File: src/rtl/clock_divided_timer.sv
// clock_divided_timer: multi-channel prescaled timer with compare match, sticky flags and a combined IRQ.
// Optional per-channel input capture is built when CLOCK_DIVIDED_TIMER_CAPTURE_EN is defined.
module clock_divided_timer #(
   parameter int P_CHANNELS         = 4,
   parameter int P_WIDTH            = 32,
   parameter int P_DIV_WIDTH        = 16,
   parameter int P_DEFAULT_DIVISION = 50,
   localparam int CH_W              = (P_CHANNELS > 1) ? $clog2(P_CHANNELS) : 1
) (
   input  logic                          I_CLK,
   input  logic                          I_RESET,
   input  logic                          I_WR_EN,
   input  logic [CH_W-1:0]               I_WR_CH,
   input  logic [1:0]                    I_WR_SEL,
   input  logic [P_WIDTH-1:0]            I_WR_DATA,
   input  logic [P_CHANNELS-1:0]         I_MATCH_CLR,
`ifdef CLOCK_DIVIDED_TIMER_CAPTURE_EN
   input  logic [P_CHANNELS-1:0]         I_CAPTURE,
   output logic [P_CHANNELS*P_WIDTH-1:0] O_CAPTURE,
`endif
   output logic [P_CHANNELS*P_WIDTH-1:0] O_COUNT,
   output logic [P_CHANNELS-1:0]         O_MATCH,
   output logic [P_CHANNELS-1:0]         O_RUNNING,
   output logic                          O_IRQ
);

   localparam logic [1:0]             SEL_CTRL  = 2'd0;
   localparam logic [1:0]             SEL_DIV   = 2'd1;
   localparam logic [1:0]             SEL_CMP   = 2'd2;
   localparam logic [1:0]             SEL_CNT   = 2'd3;
   localparam logic [P_DIV_WIDTH-1:0] DIV_ZERO  = {P_DIV_WIDTH{1'b0}};
   localparam logic [P_DIV_WIDTH-1:0] DIV_ONE   = {{(P_DIV_WIDTH-1){1'b0}}, 1'b1};
   localparam logic [P_DIV_WIDTH-1:0] DIV_RESET = P_DIV_WIDTH'(P_DEFAULT_DIVISION);
   localparam logic [P_WIDTH-1:0]     CNT_ZERO  = {P_WIDTH{1'b0}};
   localparam logic [P_WIDTH-1:0]     CNT_ONE   = {{(P_WIDTH-1){1'b0}}, 1'b1};
   localparam logic [P_WIDTH-1:0]     CNT_ONES  = {P_WIDTH{1'b1}};

   logic [P_CHANNELS-1:0] match_vec_s;
   logic [P_CHANNELS-1:0] irq_en_vec_s;
   logic                  irq_q;
   logic                  irq_d;

`ifdef CLOCK_DIVIDED_TIMER_CAPTURE_EN
   logic [P_CHANNELS-1:0] cap_meta_q, cap_meta_d;
   logic [P_CHANNELS-1:0] cap_sync_q, cap_sync_d;
   logic [P_CHANNELS-1:0] cap_prev_q, cap_prev_d;
   logic [P_CHANNELS-1:0] cap_rise_s;

   // two-flop synchroniser plus one delayed copy for rising-edge detection
   always_comb begin
      cap_meta_d = I_CAPTURE;
      cap_sync_d = cap_meta_q;
      cap_prev_d = cap_sync_q;
      cap_rise_s = cap_sync_q & ~cap_prev_q;
   end

   // capture synchroniser registers
   always_ff @(posedge I_CLK) begin
      if (I_RESET) begin
         cap_meta_q <= {P_CHANNELS{1'b0}};
         cap_sync_q <= {P_CHANNELS{1'b0}};
         cap_prev_q <= {P_CHANNELS{1'b0}};
      end else begin
         cap_meta_q <= cap_meta_d;
         cap_sync_q <= cap_sync_d;
         cap_prev_q <= cap_prev_d;
      end
   end
`endif

   genvar c;
   generate
      for (c = 0; c < P_CHANNELS; c++) begin : g_ch
         logic [3:0]             ctrl_q, ctrl_d;
         logic [P_DIV_WIDTH-1:0] div_q, div_d;
         logic [P_DIV_WIDTH-1:0] pre_q, pre_d;
         logic [P_WIDTH-1:0]     cmp_q, cmp_d;
         logic [P_WIDTH-1:0]     cnt_q, cnt_d;
         logic                   match_q, match_d;
         logic                   wr_ctrl_s, wr_div_s, wr_cmp_s, wr_cnt_s;
         logic                   raw_tick_s, tick_s, match_ev_s;
         logic [P_DIV_WIDTH-1:0] div_eff_s;

         // decode the write port for this channel; out-of-range channels never match
         always_comb begin
            wr_ctrl_s = 1'b0;
            wr_div_s  = 1'b0;
            wr_cmp_s  = 1'b0;
            wr_cnt_s  = 1'b0;
            if (I_WR_EN && (I_WR_CH == CH_W'(c))) begin
               case (I_WR_SEL)
                  SEL_CTRL: wr_ctrl_s = 1'b1;
                  SEL_DIV:  wr_div_s  = 1'b1;
                  SEL_CMP:  wr_cmp_s  = 1'b1;
                  SEL_CNT:  wr_cnt_s  = 1'b1;
                  default:  wr_ctrl_s = 1'b0;
               endcase
            end else begin
               wr_ctrl_s = 1'b0;
            end
         end

         // prescaler, counter, control and match next-state; a count write suppresses the tick
         always_comb begin
            div_eff_s  = (div_q == DIV_ZERO) ? DIV_ONE : div_q;
            raw_tick_s = ctrl_q[0] && (pre_q == (div_eff_s - DIV_ONE));
            tick_s     = raw_tick_s && !wr_cnt_s;
            if (ctrl_q[2]) begin
               match_ev_s = tick_s && (cnt_q == CNT_ZERO);
            end else begin
               match_ev_s = tick_s && (cnt_q == cmp_q);
            end

            if (wr_ctrl_s || wr_div_s || raw_tick_s) begin
               pre_d = DIV_ZERO;
            end else if (ctrl_q[0]) begin
               pre_d = pre_q + DIV_ONE;
            end else begin
               pre_d = pre_q;
            end

            if (wr_cnt_s) begin
               cnt_d = I_WR_DATA;
            end else if (match_ev_s) begin
               cnt_d = ctrl_q[2] ? cmp_q : CNT_ZERO;
            end else if (tick_s) begin
               cnt_d = ctrl_q[2] ? (cnt_q - CNT_ONE) : (cnt_q + CNT_ONE);
            end else begin
               cnt_d = cnt_q;
            end

            if (wr_ctrl_s) begin
               ctrl_d = I_WR_DATA[3:0];
            end else if (match_ev_s && ctrl_q[1]) begin
               ctrl_d = {ctrl_q[3:1], 1'b0};
            end else begin
               ctrl_d = ctrl_q;
            end

            div_d = wr_div_s ? I_WR_DATA[P_DIV_WIDTH-1:0] : div_q;
            cmp_d = wr_cmp_s ? I_WR_DATA : cmp_q;

            if (match_ev_s) begin
               match_d = 1'b1;
            end else if (I_MATCH_CLR[c]) begin
               match_d = 1'b0;
            end else begin
               match_d = match_q;
            end
         end

         // channel state registers
         always_ff @(posedge I_CLK) begin
            if (I_RESET) begin
               ctrl_q  <= 4'd0;
               div_q   <= DIV_RESET;
               pre_q   <= DIV_ZERO;
               cmp_q   <= CNT_ONES;
               cnt_q   <= CNT_ZERO;
               match_q <= 1'b0;
            end else begin
               ctrl_q  <= ctrl_d;
               div_q   <= div_d;
               pre_q   <= pre_d;
               cmp_q   <= cmp_d;
               cnt_q   <= cnt_d;
               match_q <= match_d;
            end
         end

         assign O_COUNT[c*P_WIDTH +: P_WIDTH] = cnt_q;
         assign match_vec_s[c]                = match_q;
         assign irq_en_vec_s[c]               = ctrl_q[3];
         assign O_RUNNING[c]                  = ctrl_q[0];

`ifdef CLOCK_DIVIDED_TIMER_CAPTURE_EN
         logic [P_WIDTH-1:0] cap_q, cap_d;

         // latch the live count on a synchronised rising edge
         always_comb begin
            if (cap_rise_s[c]) begin
               cap_d = cnt_q;
            end else begin
               cap_d = cap_q;
            end
         end

         // capture register
         always_ff @(posedge I_CLK) begin
            if (I_RESET) begin
               cap_q <= CNT_ZERO;
            end else begin
               cap_q <= cap_d;
            end
         end

         assign O_CAPTURE[c*P_WIDTH +: P_WIDTH] = cap_q;
`endif
      end
   endgenerate

   // combined interrupt request, one cycle behind the flags
   always_comb begin
      irq_d = |(match_vec_s & irq_en_vec_s);
   end

   // interrupt register
   always_ff @(posedge I_CLK) begin
      if (I_RESET) begin
         irq_q <= 1'b0;
      end else begin
         irq_q <= irq_d;
      end
   end

   assign O_MATCH = match_vec_s;
   assign O_IRQ   = irq_q;

endmodule

File: config.mk
export PLATFORM = sky130hd
export DESIGN_NAME = clock_divided_timer
export DESIGN_NICKNAME = d
export VERILOG_FILES = /design/src/rtl/clock_divided_timer.sv
export SDC_FILE = /design/constraint.sdc
export NUM_CORES = 1
export LEC_CHECK = 0
export CORE_ASPECT_RATIO = 2
export CORE_MARGIN = 1
export CORE_UTILIZATION = 67
export CTS_BUF_LIST = sky130_fd_sc_hd__clkbuf_8
export DETAILED_ROUTE_END_ITERATION = 12
export HOLD_SLACK_MARGIN = 0.12
export PLACE_DENSITY = 0.95
export SYNTH_ARGS = -nofsm -noshare
export SYNTH_HDL_FRONTEND = slang
export SYNTH_SLANG_ARGS = --single-unit
File: constraint.sdc
create_clock -name I_CLK -period 9.9 [get_ports I_CLK]
set_input_delay 0.99 -clock I_CLK [delete_from_list [all_inputs] [get_ports I_CLK]]
set_output_delay 0.99 -clock I_CLK [all_outputs]
set_load 0.03 [all_outputs]
# Word-level counts from Yosys, hierarchy flattened
# Index checks and enable logic that the tools add are counted.
# word_totals
ff_bits	405
output_inout_bits	137
word_cells	187
# op_classes
addsub	16
n_eq_ne	14
mux	64
bitwise	1
reduce_logical	63
# ops
op	count
2-to-1 mux 32 bit	20
adder 32 x 1 -> 32 bit, second input constant	4
equality test 32 bit	4
logical NOT 32 bit	4
subtractor 32 x 1 -> 32 bit, second input constant	4
adder 16 x 1 -> 16 bit, second input constant	4
equality test 16 bit	4
logical NOT 16 bit	4
2-to-1 mux 16 bit	4
subtractor 16 x 1 -> 16 bit, second input constant	4
2-to-1 mux 1 bit	36
logical AND 1 bit	24
2-to-1 mux 4 bit	4
nonzero test 2 bit	8
nonzero test 3 bit	4
equality test 2 bit, second input constant	4
logical OR 1 bit	8
OR reduction 2 bit	4
bitwise AND 4 bit	1
equality test 2 x 1 -> 1 bit, second input constant	2
logical NOT 1 bit	4
logical NOT 2 bit	2
OR reduction 4 bit	1

# Longest topological paths before layout
# logic_depth
depth_word	11
ltp_mapped	19
mapped_depth_nobuf	15

# Worst setup path before layout
# Ideal clock, no wire load.
# synth_path
kind	flip-flop to flip-flop
from	register g_ch[2].div_q[5]
to	register g_ch[2].cnt_q[17]
setup_ns	0.070
arrival_ns	4.035
slack_ns	5.795
stages_incl_launch_ff	15
n_path_buf	1
synth_period_minus_slack_ns	4.105
cell_sequence	dfxtp_1 > or2_2 > nor4_1 > a31oi_1 > ha_1 > and2_1 > o21ai_0 > a31oi_1 > a2111o_1 > or4_4 > a2111oi_4 > buf_6 > nor2_2 > or3_1 > a21oi_1
# synth_via
elab_chain_cells	10
# synth_lines
element	line_no	rtl
from (decl)	75	logic [P_DIV_WIDTH-1:0] div_q, div_d;
from (signal assigned)	163	div_q <= div_d;
logical NOT 16 bit	105	div_eff_s = (div_q == DIV_ZERO) ? DIV_ONE : div_q;
2-to-1 mux 16 bit *	105	
subtractor 16 x 1 -> 16 bit *	106	raw_tick_s = ctrl_q[0] && (pre_q == (div_eff_s - DIV_ONE));
equality test 16 bit *	106	
logical AND 1 bit *	106	
logical AND 1 bit *	107	tick_s = raw_tick_s && !wr_cnt_s;
logical AND 1 bit, on equally long branches	111, 109	
2-to-1 mux 1 bit	108	if (ctrl_q[2]) begin
2-to-1 mux 32 bit	124	end else if (match_ev_s) begin
2-to-1 mux 32 bit	122	if (wr_cnt_s) begin
to (signal assigned)	166	cnt_q <= cnt_d;
to (decl)	78	logic [P_WIDTH-1:0] cnt_q, cnt_d;
# Mark *: on every way between the ends. The rest lies on a longest branch, timed or not.
# A chain may end at the register's enable or synchronous reset.

# Worst setup path after layout
# layout_path
from	register g_ch[1].div_q[4]
to	register g_ch[1].pre_q[15]
# layout_via
elab_chain_cells	7
# layout_lines
element	line_no	rtl
from (decl)	75	
from (signal assigned)	163	
logical NOT 16 bit	105	
2-to-1 mux 16 bit *	105	
subtractor 16 x 1 -> 16 bit *	106	
equality test 16 bit *	106	
logical AND 1 bit *	106	
logical OR 1 bit *	114	if (wr_ctrl_s || wr_div_s || raw_tick_s) begin
OR reduction 2 bit (no source line) *	--	
to (signal assigned)	164	pre_q <= pre_d;
to (decl)	76	logic [P_DIV_WIDTH-1:0] pre_q, pre_d;
# Marked as above.

==> summary.md <==
The most frequent cell on the critical path was sky130_fd_sc_hd__or4_1. After detailed routing, the number of remaining DRC violations is 0. In the final layout, flip-flops and latches occupy 8110 sq um. The run gives 3 as the number of max-slew violations in the final report. The floorplan step set the die height to 290 microns. In this run, post-CTS hold repair placed 0 buffers.

In this run the worst hold path is classified as flop to flop. The number of setup buffers added after CTS is 0. Synthesis instantiated 86 different standard cells from the library. Area fraction of the dominant cell type after synthesis: 0.292. The number of DRC markers in iteration 0 came out at 3413.

The worst slew margin relative to its limit was -0.0276; the count of state elements after synthesis was 405. TritonCTS built the clock tree. After synthesis the cells add up to 27700 sq um. The count of buffers from port buffering was 179. H-tree depth reported by CTS: 2.

The tools report the worst setup slack after placement as 4.99 ns. The tools report the net count of the mapped netlist as 3750. By area the synthesized netlist is led by sky130_fd_sc_hd__dfxtp_1 29%, sky130_fd_sc_hd__nand2_1 7.5%, sky130_fd_sc_hd__mux2i_1 6.2%. The count of endpoints failing hold in the final timing report came out at 0. The maximum clock frequency was 0.198 GHz; the mean routed wirelength per cell was 24.0 microns. On the final layout, the worst clock skew is 0.0252 ns. The initial antenna violation count was 4; the leakage power total was 11.5 nW.

After floorplanning, the core was sized to cover 40900 sq um. Summed over all instances, the cell type with the most area after synthesis is sky130_fd_sc_hd__dfxtp_1. The number of buffers and inverters on the critical path was 1.

The final reports fail on max-capacitance violations, max-slew violations. Share of synthesized flip-flops with an asynchronous set or reset: 0. Entering global routing, the biggest net connects 101 pins. The tools report the detailed-placement wirelength estimate as 67100 microns. Clock-pin slew on the worst setup and hold paths: 0.07 ns. Setup repair after global routing left no endpoint under its margin.

The global-route usage over all layers came out at 0.469. Dividing the detail-routed via count by the number of cells gives 6.94. The run gives 405 as the total number of clock tree sinks. The worst setup path is of the flop to flop kind. The ratio of cells with drive above 1 in the final layout was 0.0519; the post-route standard cell area excluding fillers was 30800 sq um. The floorplan step defined a die boundary enclosing 42300 sq um.

The count of nets left with antenna violations after detail routing was 0; the part of the cycle the worst path needs was 0.510. The sequential cell area fraction in the yosys report is 0.292, and the mean cell area of the mapped netlist is 7.76 sq um. The area growth from synthesis to layout is 11.1%. In this run, CTS created clock tree buffers numbering 56.

In this run the worst path has a maximum fanout of 18. During I/O placement, the number of pins put on the boundary was 180. The number of enable-type register cells in the synthesized netlist is 0, and the number of warnings issued by yosys is 0.

For this run, the slowest stage of the critical path takes 0.84 ns. The number of logic stages on the critical path including buffering was 13. Once the clock tree was built, the resizer swapped 0 gates to a different size. The starting utilization of the core area came out at 0.679.

The total cell area at the placement stage was 29600 sq um. STA puts the critical path data required time at 10.40 ns. The critical path goes through or4_1 > or4_1 > o21bai_1 > inv_1 > ha_1 > xor2_1 > nand3_1 > a211oi_1 > o211ai_1 > nor4_1 > nand4_1 > nand2_1 > nor2_1. The die width was 146 microns. STA classifies the critical path startpoint as a flop. Placer congestion estimate: 1.02. The first-pass GRT wire length came out at 153000 microns. The worst-margin pin slew is 1.53 ns, and the areal power density over the cells is 111 nW/um^2. No sink is reached through more buffers than the 3 on the longest clock path.

The final wirelength is 101000 microns. Sort of element at the end of the critical path: a flop. Post-layout minimum cycle time: 5.05 ns. The later pin in the worst-skew pair is clocked with a latency of 0.66 ns. Setup violations remaining at the end of the flow were counted as 0. After routing, the total negative slack on setup checks comes to 0 ns. Worst hold path depth: 2. The logs give 1 for the total of max-cap violations and 4.85 ns for the worst setup margin. Final-stage net count: 3793. Across the VDD grid, the largest voltage drop is 107 uV. Data arrives at the worst endpoint at 5.55 ns. The number of fillers in the final layout is 2926, and the number of placement rows is 105. The footprint of the multi-input gates came out at 18600 sq um. The flow ran to the end, but the final reports show violations.

The count of mapped cells out of synthesis is 3575, and the routed via count is 29132. The minimum hold slack is 0.459 ns. Critical path's slowest cell: sky130_fd_sc_hd__nand4_1. Clock tree synthesis selected as its root buffer the cell sky130_fd_sc_hd__clkbuf_8. The worst reg-to-reg path cell count works out to 13. The via count of the first global-routing pass came out at 27981. The total overflow left after global routing is 0. The largest delay contributor family on the critical path is simple AND/OR/NAND/NOR gates. For this run, the leading register cell type out of synthesis is sky130_fd_sc_hd__dfxtp_1.

The detailed-routing iteration count for the pre-antenna-repair pass is 6.
synth_stat cells (19+ instances only):
cell type	count
sky130_fd_sc_hd__a211oi_1	52
sky130_fd_sc_hd__mux2i_1	171
sky130_fd_sc_hd__o211ai_1	73
sky130_fd_sc_hd__o21a_1	21
sky130_fd_sc_hd__dfxtp_1	405
sky130_fd_sc_hd__a21o_1	64
sky130_fd_sc_hd__o31ai_1	22
sky130_fd_sc_hd__clkbuf_1	202
sky130_fd_sc_hd__o21bai_1	19
sky130_fd_sc_hd__nand3_1	103
sky130_fd_sc_hd__and3_1	29
sky130_fd_sc_hd__nor4_1	71
sky130_fd_sc_hd__inv_1	50
sky130_fd_sc_hd__nand4_1	59
sky130_fd_sc_hd__nor2_1	319
sky130_fd_sc_hd__ha_1	128
sky130_fd_sc_hd__xor2_1	184
sky130_fd_sc_hd__nor2b_1	25
sky130_fd_sc_hd__and2_1	22
sky130_fd_sc_hd__or3_1	33
sky130_fd_sc_hd__nor3_1	57
sky130_fd_sc_hd__a21oi_1	284
sky130_fd_sc_hd__nand2b_1	19
sky130_fd_sc_hd__o21ai_0	110
sky130_fd_sc_hd__nand2_1	555
sky130_fd_sc_hd__xnor2_1	164
sky130_fd_sc_hd__a31oi_1	25
cells by family after synthesis:
kind of cell	Yosys count	synth area share
flops	405	0.292
compound gates	840	0.198
simple gates	1391	0.234
mux	177	0.0641
xor+xnor	349	0.111
buf+inv	281	0.0401
fa+ha+maj	132	0.0606
power breakdown:
part | switching, W | internal, W | leakage (nW)
clock | 0.000687 | 0.000728 | 0.667
sequential | 0.0000324 | 0.00165 | 3.28
combinational | 0.000219 | 0.0000997 | 7.51
flip-flops by register name (all words and copies together), names as in the netlist:
name and cells:
O_IRQ 1, g_ch.match_q 4, g_ch.cmp_q 128, g_ch.ctrl_q 16
g_ch.cnt_q 128, g_ch.pre_q 64, g_ch.div_q 64
routing by layer:
metal / track usage / part of all wire / vias up
li1: - / - / 12875
met1: 0.494 / 0.32 / 13427
met2: 0.754 / 0.45 / 2042
met3: 0.123 / 0.12 / 784
met4: 0.464 / 0.11 / 4
met5: 0 / 0.00025 / -
layout make-up:
cell class / instances / share of cell area
clock inverters: 26 / 0.00629
clock buffers: 72 / 0.0322
multi-input cells: 2889 / 0.603
flip-flops and latches: 405 / 0.263
well taps: 535 / 0.0217
inverters: 52 / 0.00650
repair buffers: 214 / 0.0665
diodes: 2 / 0.000162
worst reg2reg max path: cells and delay by family (launching register included):
| kind | cells | cell delay (ns) |
|---|---|---|
| flip-flops | 1 | 0.39 |
| AND/OR/NAND/NOR | 7 | 3.41 |
| adder cells (fa/ha/maj) | 1 | 0.28 |
| XOR/XNOR | 1 | 0.17 |
| AO/OA/AOI/OAI | 3 | 0.58 |
| buffers and inverters | 1 | 0.07 |
cells in the final DEF (no fill, tap or decap), types with 15 or more instances in the layout:
cell type,count
sky130_fd_sc_hd__o21bai_1,19
sky130_fd_sc_hd__a21oi_1,284
sky130_fd_sc_hd__nand4_1,59
sky130_fd_sc_hd__nand3_1,103
sky130_fd_sc_hd__buf_4,35
sky130_fd_sc_hd__o21a_1,21
sky130_fd_sc_hd__o21ai_0,110
sky130_fd_sc_hd__xor2_1,184
sky130_fd_sc_hd__o22ai_1,16
sky130_fd_sc_hd__clkdlybuf4s50_1,177
sky130_fd_sc_hd__nand2_1,555
sky130_fd_sc_hd__nor2_1,309
sky130_fd_sc_hd__a21o_1,64
sky130_fd_sc_hd__clkbuf_8,72
sky130_fd_sc_hd__xnor2_1,164
sky130_fd_sc_hd__or4_1,18
sky130_fd_sc_hd__or3_1,33
sky130_fd_sc_hd__o211ai_1,73
sky130_fd_sc_hd__nor4_1,71
sky130_fd_sc_hd__a31oi_1,25
sky130_fd_sc_hd__ha_1,128
sky130_fd_sc_hd__nand2b_1,19
sky130_fd_sc_hd__nor3_1,52
sky130_fd_sc_hd__mux2i_1,171
sky130_fd_sc_hd__and3_1,29
sky130_fd_sc_hd__dfxtp_1,401
sky130_fd_sc_hd__or2_2,15
sky130_fd_sc_hd__o31ai_1,22
sky130_fd_sc_hd__and2_1,22
sky130_fd_sc_hd__nor2b_1,25
sky130_fd_sc_hd__a211oi_1,52
sky130_fd_sc_hd__inv_1,64
per-stage QoR:
| step | std cells | util | total power [W] |
|---|---|---|---|
| floorplan | 3575 | - | 0.00189 |
| global placement | 4095 | 0.725 | 0.00201 |
| detailed placement | 4095 | 0.725 | 0.00201 |
| CTS | 4193 | 0.754 | 0.00338 |
| global route | 4194 | 0.754 | 0.00348 |
| finish | 4195 | 0.754 | 0.00341 |
path summary, 6_finish.rpt:
path	start	end	slack (ns)
min	g_ch[2].ctrl_q[3]$_SDFFE_PP0P_	g_ch[2].ctrl_q[3]$_SDFFE_PP0P_	0.46
max reg2reg	g_ch[1].div_q[4]$_SDFFE_PP1P_	g_ch[1].pre_q[15]$_SDFFE_PP0P_	4.85
min reg2reg	g_ch[2].ctrl_q[3]$_SDFFE_PP0P_	g_ch[2].ctrl_q[3]$_SDFFE_PP0P_	0.46
max	g_ch[1].div_q[4]$_SDFFE_PP1P_	g_ch[1].pre_q[15]$_SDFFE_PP0P_	4.85
(Power assumes the default switching activity.)
